## config.mk

```make
export PLATFORM = sky130hd
export DESIGN_NAME = param_shift_ctrl
export DESIGN_NICKNAME = d
export VERILOG_FILES = /design/src/rtl/param_shift_pkg.sv /design/src/rtl/param_shift_ctrl_shift_down_counter.sv /design/src/rtl/param_shift_ctrl.sv
export SDC_FILE = /design/constraint.sdc
export NUM_CORES = 1
export LEC_CHECK = 0
export ABC_AREA = 1
export ABC_CLOCK_PERIOD_IN_PS = 2000
export BUFFER_PORTS_ARGS = -buffer_cell sky130_fd_sc_hd__clkbuf_2
export CAP_MARGIN = 20
export CORE_MARGIN = 5
export CORE_UTILIZATION = 40
export CTS_CLUSTER_SIZE = 8
export DETAILED_ROUTE_END_ITERATION = 6
export SYNTH_ARGS = -nofsm -noshare
export SYNTH_HDL_FRONTEND = slang
export SYNTH_SLANG_ARGS = --single-unit
```

## constraint.sdc

```tcl
create_clock -name clk -period 2 [get_ports clk]
set_clock_uncertainty 0.15 [all_clocks]
set_input_delay 0.4 -clock clk [delete_from_list [all_inputs] [get_ports clk]]
set_output_delay 0.4 -clock clk [all_outputs]
set_load 0.01 [all_outputs]
```

## src/rtl/param_shift_pkg.sv

```systemverilog
// Shared definitions for the shift-register control slice: state encodings,
// default data width and the shift-count width derivation.
package param_shift_pkg;

    localparam int DEFAULT_WIDTH = 8;

    localparam logic [1:0] ST_IDLE  = 2'd0;
    localparam logic [1:0] ST_LOAD  = 2'd1;
    localparam logic [1:0] ST_SHIFT = 2'd2;
    localparam logic [1:0] ST_DONE  = 2'd3;

    // A count of 0..width inclusive needs one more code than width itself.
    function automatic int cnt_width(input int width);
        return $clog2(width + 1);
    endfunction

endpackage

```

## src/rtl/param_shift_ctrl_shift_down_counter.sv

```systemverilog
// Loadable down-counter for the shift phase; values above MAX clamp to MAX
// when loaded so the register never sees more shifts than it has bits.
module shift_down_counter #(
    parameter int CNT_W = 4,
    parameter int MAX   = 8
) (
    input  logic             clk,
    input  logic             reset,
    input  logic             load_en,
    input  logic             dec_en,
    input  logic             clr,
    input  logic [CNT_W-1:0] load_val,
    output logic [CNT_W-1:0] value,
    output logic             is_one
);

    localparam logic [CNT_W-1:0] MAX_VAL = CNT_W'(MAX);
    localparam logic [CNT_W-1:0] ONE     = CNT_W'(1);

    // NOTE: sequential state always uses non-blocking (<=) so every flop
    // samples the pre-edge values regardless of statement order.
    always_ff @(posedge clk or negedge reset) begin
        if (!reset) begin
            value <= '0;
        end else if (clr) begin
            value <= '0;
        end else if (load_en) begin
            value <= (load_val > MAX_VAL) ? MAX_VAL : load_val;
        end else if (dec_en && value != '0) begin
            value <= value - ONE;
        end
    end

    assign is_one = (value == ONE);

endmodule

```

## src/rtl/param_shift_ctrl.sv

```systemverilog
// Sequences load -> shift x N -> done into the parameterised shift register
// for each accepted {word, count} request; abort cuts straight to done.
module param_shift_ctrl
    import param_shift_pkg::*;
#(
    parameter int WIDTH = DEFAULT_WIDTH,
    parameter int CNT_W = cnt_width(WIDTH)
) (
    input  logic             clk,
    input  logic             reset,
    input  logic             start_valid,
    output logic             start_ready,
    input  logic [WIDTH-1:0] word_in,
    input  logic [CNT_W-1:0] n_shifts,
    input  logic             abort,
    output logic             load,
    output logic             shift,
    output logic             done,
    output logic [WIDTH-1:0] data_in,
    output logic             busy,
    output logic             finish
);

    logic [1:0]       state;
    logic [1:0]       state_nxt;
    logic [CNT_W-1:0] count;
    logic             count_is_one;
    logic             accept;

    // start_ready is itself a register, so nothing is accepted on the first
    // edge after reset release even if start_valid is already high.
    assign accept = (state == ST_IDLE) && start_ready && start_valid;

    shift_down_counter #(
        .CNT_W (CNT_W),
        .MAX   (WIDTH)
    ) u_counter (
        .clk      (clk),
        .reset    (reset),
        .load_en  (accept),
        .dec_en   (state == ST_SHIFT),
        .clr      (state == ST_DONE),
        .load_val (n_shifts),
        .value    (count),
        .is_one   (count_is_one)
    );

    // NOTE: state_nxt gets a default before the case so no path leaves it
    // unassigned, which would otherwise infer a latch.
    always_comb begin
        state_nxt = state;
        case (state)
            ST_IDLE:  if (accept) state_nxt = ST_LOAD;
            ST_LOAD:  state_nxt = (abort || count == '0) ? ST_DONE : ST_SHIFT;
            ST_SHIFT: if (abort || count_is_one) state_nxt = ST_DONE;
            default:  state_nxt = ST_IDLE;
        endcase
    end

    // Outputs are decoded from the next state and registered alongside it,
    // so they are glitch-free and aligned with the state they describe.
    always_ff @(posedge clk or negedge reset) begin
        if (!reset) begin
            state       <= ST_IDLE;
            start_ready <= 1'b0;
            load        <= 1'b0;
            shift       <= 1'b0;
            done        <= 1'b0;
            finish      <= 1'b0;
            busy        <= 1'b0;
            data_in     <= '0;
        end else begin
            state       <= state_nxt;
            start_ready <= (state_nxt == ST_IDLE);
            load        <= (state_nxt == ST_LOAD);
            shift       <= (state_nxt == ST_SHIFT);
            done        <= (state_nxt == ST_DONE);
            finish      <= (state_nxt == ST_DONE);
            busy        <= (state_nxt != ST_IDLE);
            if (accept) begin
                data_in <= word_in;
            end
        end
    end

endmodule

```

==> summary.md <==
| Metric | Value |
|---|---|
| Initial DRC count | `10` |
| GRT overflow | `0` |
| Max Cap Violations | `0` |
| Antenna violations before repair | `0` |
| Top post-synthesis cells by count | `dfrtp_1, nand2_1, inv_1, nand3_1` |
| Main combinational cell family by area after synthesis | `simple AND/OR/NAND/NOR gates` |
| Initial Util | `a little over two fifths` |
| Crit-path max FO | `10` |
| Status | `complete, no violations` |
| Hold endpoint | `data_in[3]$_DFFE_PN0N_` |
| Simple-gate portion of the synthesized area | `a little under a fifth` |
| Worst Slack Setup Final | `around 0.23 ns` |
| Syn Nets | `119` |
| Synth unique cells | `18` |
| GR Layer Usage met2 | `between 10% and 20%` |
| Period Utilization, post-route | `around nine tenths` |
| RR Endpoint | `data_in[0]$_DFFE_PN0N_` |
| Least-Margin Pin Slew | `0.467 ns` |
| Layout Nets | `roughly 150` |
| Port bufs | `29` |
| Mapped Avg Cell Area | `10.2 µm²` |
| Hold Path Class | `primary input to flip-flop` |
| RePlAce Congestion | `roughly 0.76` |
| Clk pin slew, worst setup/hold paths | `0.11 ns` |
| Clock sink count | `19` |
| CP endpoint kind | `flip-flop` |
| Clock tree root driver cell | `clkbuf_4` |
| Adder-Cell Fraction of Synth Area | `a little over 10%` |
| Worst-Skew Late Latency | `about 0.29 ns` |
| Synthesized area | `~970 µm²` |
| Vias in the first global route | `approximately 710` |
| Area grow syn2layout | `21.2%` |
| Post-DP HPWL | `around 1600 µm` |
| Worst Hold Depth | `2` |
| Cell with the most instances after synthesis | `dfrtp_1` |
| Slew margin rel. | `slightly below 70%` |
| Core ar. | `~0.0023 mm²` |
| RSZ-0062 raised after global routing | `false` |
| H-tree level count | `1` |
| Finished Cell Area | `between 0.001 and 0.0015 mm²` |
| Peak supply drop | `around 750 µV` |
| Number of CTS-inserted buffers | `3` |
| Total routed wirelength | `~1900 µm` |
| Vias | `around 730` |
| Iteration count of the initial detailed-routing pass | `3` |
| WS Path Type | `flip-flop to flip-flop` |
| Chip width | `59.3 µm` |
| Post-synth top area share | `about half` |
| Synth warnings | `0` |
| Pin count of the biggest net entering global routing | `20` |
| Total Routing Usage GR | `around 12%` |
| Share of cells above drive strength 1 | `35.9%` |
| Top_reg_cell synth | `dfrtp_1` |
| Setup TNS | `0 ns` |
| Post-synth top area cell | `dfrtp_1` |
| Sequential area share after synthesis | `around half` |
| #FFs+latches synth | `19` |
| Area post-placement | `0.00114 mm²` |
| Leakage | `between 0.6 and 0.7 nW` |
| Die area | `0.00352 mm²` |
| Fin. Hold Viols | `0` |
| Placement Setup Slack | `roughly 0.24 ns` |
| Crit path launch type | `flip-flop` |
| Vias per cell | `4.69` |
| Pwr dens | `around 1600 mW/mm²` |
| First-pass GRT wire length | `between 3000 and 4000 µm` |
| Post-synth EDFFs | `0` |
| Mux cell area share after synthesis | `approximately an eighth` |
| CTS Buffer Depth | `2` |
| R2r startpoint | `state[0]$_DFF_PN0_` |
| Cell count of the worst reg-to-reg path | `5` |
| Minimum clock period | `1.77 ns` |
| Post-DRT Antenna Nets | `0` |
| DRC errors left | `0` |
| Async SR Flop Fraction | `between 90% and 100%` |
| GR met1 Demand/Resource | `13.6%` |
| Die height | `~60 µm` |
| Setup bufs post-CTS | `0` |
| Met3 GRT Util | `3.92%` |
| Hold_sp | `word_in[3]` |
| Final setup fails | `0` |
| CTS tree | `yes` |
| Post-Synth XOR/XNOR Area | `0%` |
| Gr busiest metal | `met2` |
| Arr. time, crit path | `about 1.8 ns` |
| Wire per inst | `between 10 and 15 µm` |
| Num rows | `17` |
| IO Pins | `30` |
| Top cells by area, synth | `dfrtp_1, mux2_4, ha_1` |
| CP Data Required Time | `between 2 and 2.5 ns` |
| Antenna Cells | `0` |
| R2r setup slk | `roughly 0.23 ns` |
| Max Slew Vio Count | `0` |
| Post-synthesis compound-gate area fraction | `3.35%` |
| Max frequency | `around 0.56 GHz` |
| Synthesized instance count | `95` |
[flip-flops by register name (all words and copies together), names as in the netlist]
signal / flops
shift: 1
u_counter.value: 4
load: 1
start_ready: 1
state: 2
finish: 1
data_in: 8
busy: 1
[cell families (layout without fill, tap and decap cells)]
kind of cell    after synthesis  after routing
compound gates                6              6
fa+ha+maj                     8              8
buf+inv                      15             48
simple gates                 39             39
mux                           8              8
flops                        19             19
[worst max-delay path by stage]
stage | slack, ns | endpoint | startpoint | depth (start not counted)
2_1_floorplan | 0.45 | data_in[0]$_DFFE_PN0N_ | state[0]$_DFF_PN0_ | 5
3_3_place_gp | 0.30 | data_in[6]$_DFFE_PN0N_ | state[0]$_DFF_PN0_ | 5
4_1_cts | 0.22 | data_in[0]$_DFFE_PN0N_ | state[0]$_DFF_PN0_ | 5
5_1_grt | 0.13 | data_in[4]$_DFFE_PN0N_ | state[0]$_DFF_PN0_ | 5
3_5_place_dp | 0.24 | data_in[0]$_DFFE_PN0N_ | state[0]$_DFF_PN0_ | 5
6_report | 0.23 | data_in[0]$_DFFE_PN0N_ | state[0]$_DFF_PN0_ | 5
[metal layers]
metal	part of all wire, %	wire [µm]
met1	42	815
met2	49	941
met3	7.6	146
met4	0.73	14
met5	0	0
[per-stage QoR]
| stage | total power, W | std cells | hold WS [ns] | utilization, % |
|---|---|---|---|---|
| final | 0.00183 | 156 | 0.185 | 51.8 |
| after global routing | 0.00201 | 156 | 0.162 | 51.8 |
| after CTS | 0.00187 | 156 | 0.168 | 51.8 |
| after detailed placement | 0.00166 | 151 | 0.229 | 50.1 |
| after global placement | 0.00162 | 151 | 0.227 | 50.1 |
| after floorplan | 0.00136 | 95 | -0.0456 | - |
[critical path: stages (launching register included)]
cell	delay (ns)
dfrtp_1	0.45
inv_1	0.10
ha_1	0.18
nand3_2	0.21
buf_4	0.26
mux2_4	0.30
[cell usage in the layout, fill, tap and decap left out]
cell type       n
nor2b_1         1
nand3_2         2
o211ai_1        1
mux2_2          1
ha_1            8
mux2_4          7
nand3_1         9
or2_2           1
nand4_1         1
o21ai_0         2
dfrtp_1        19
clkinv_2        1
inv_1          13
nor2_1          8
nor2_2          1
clkbuf_2       29
clkbuf_4        3
nand2_1        16
buf_4           1
a21oi_1         3
dlygate4sd3_1   1
[final cells by class]
class,instances,area (µm²)
sequential,19,475
clock inverter,1,5.00
multi-input combinational,61,429
clock buffer,3,22.5
timing repair buffer,31,163
tap,28,35.0
inverter,13,48.8
fill,221,1100
[what timing repair did]
item | in CTS | in global routing
hold endpoints to repair | 19 | 0
resized for setup | 0 | 0
hold buffers | 1 | 0
[report_power, final]
group	internal [W]	total [W]	switching, W
Combinational	0.000427	0.000945	0.000518
Clock	0.0000743	0.000192	0.000117
Sequential	0.000575	0.000691	0.000117
Total	0.00108	0.00183	0.000752
Note: power is estimated with default switching activity, not from simulation.
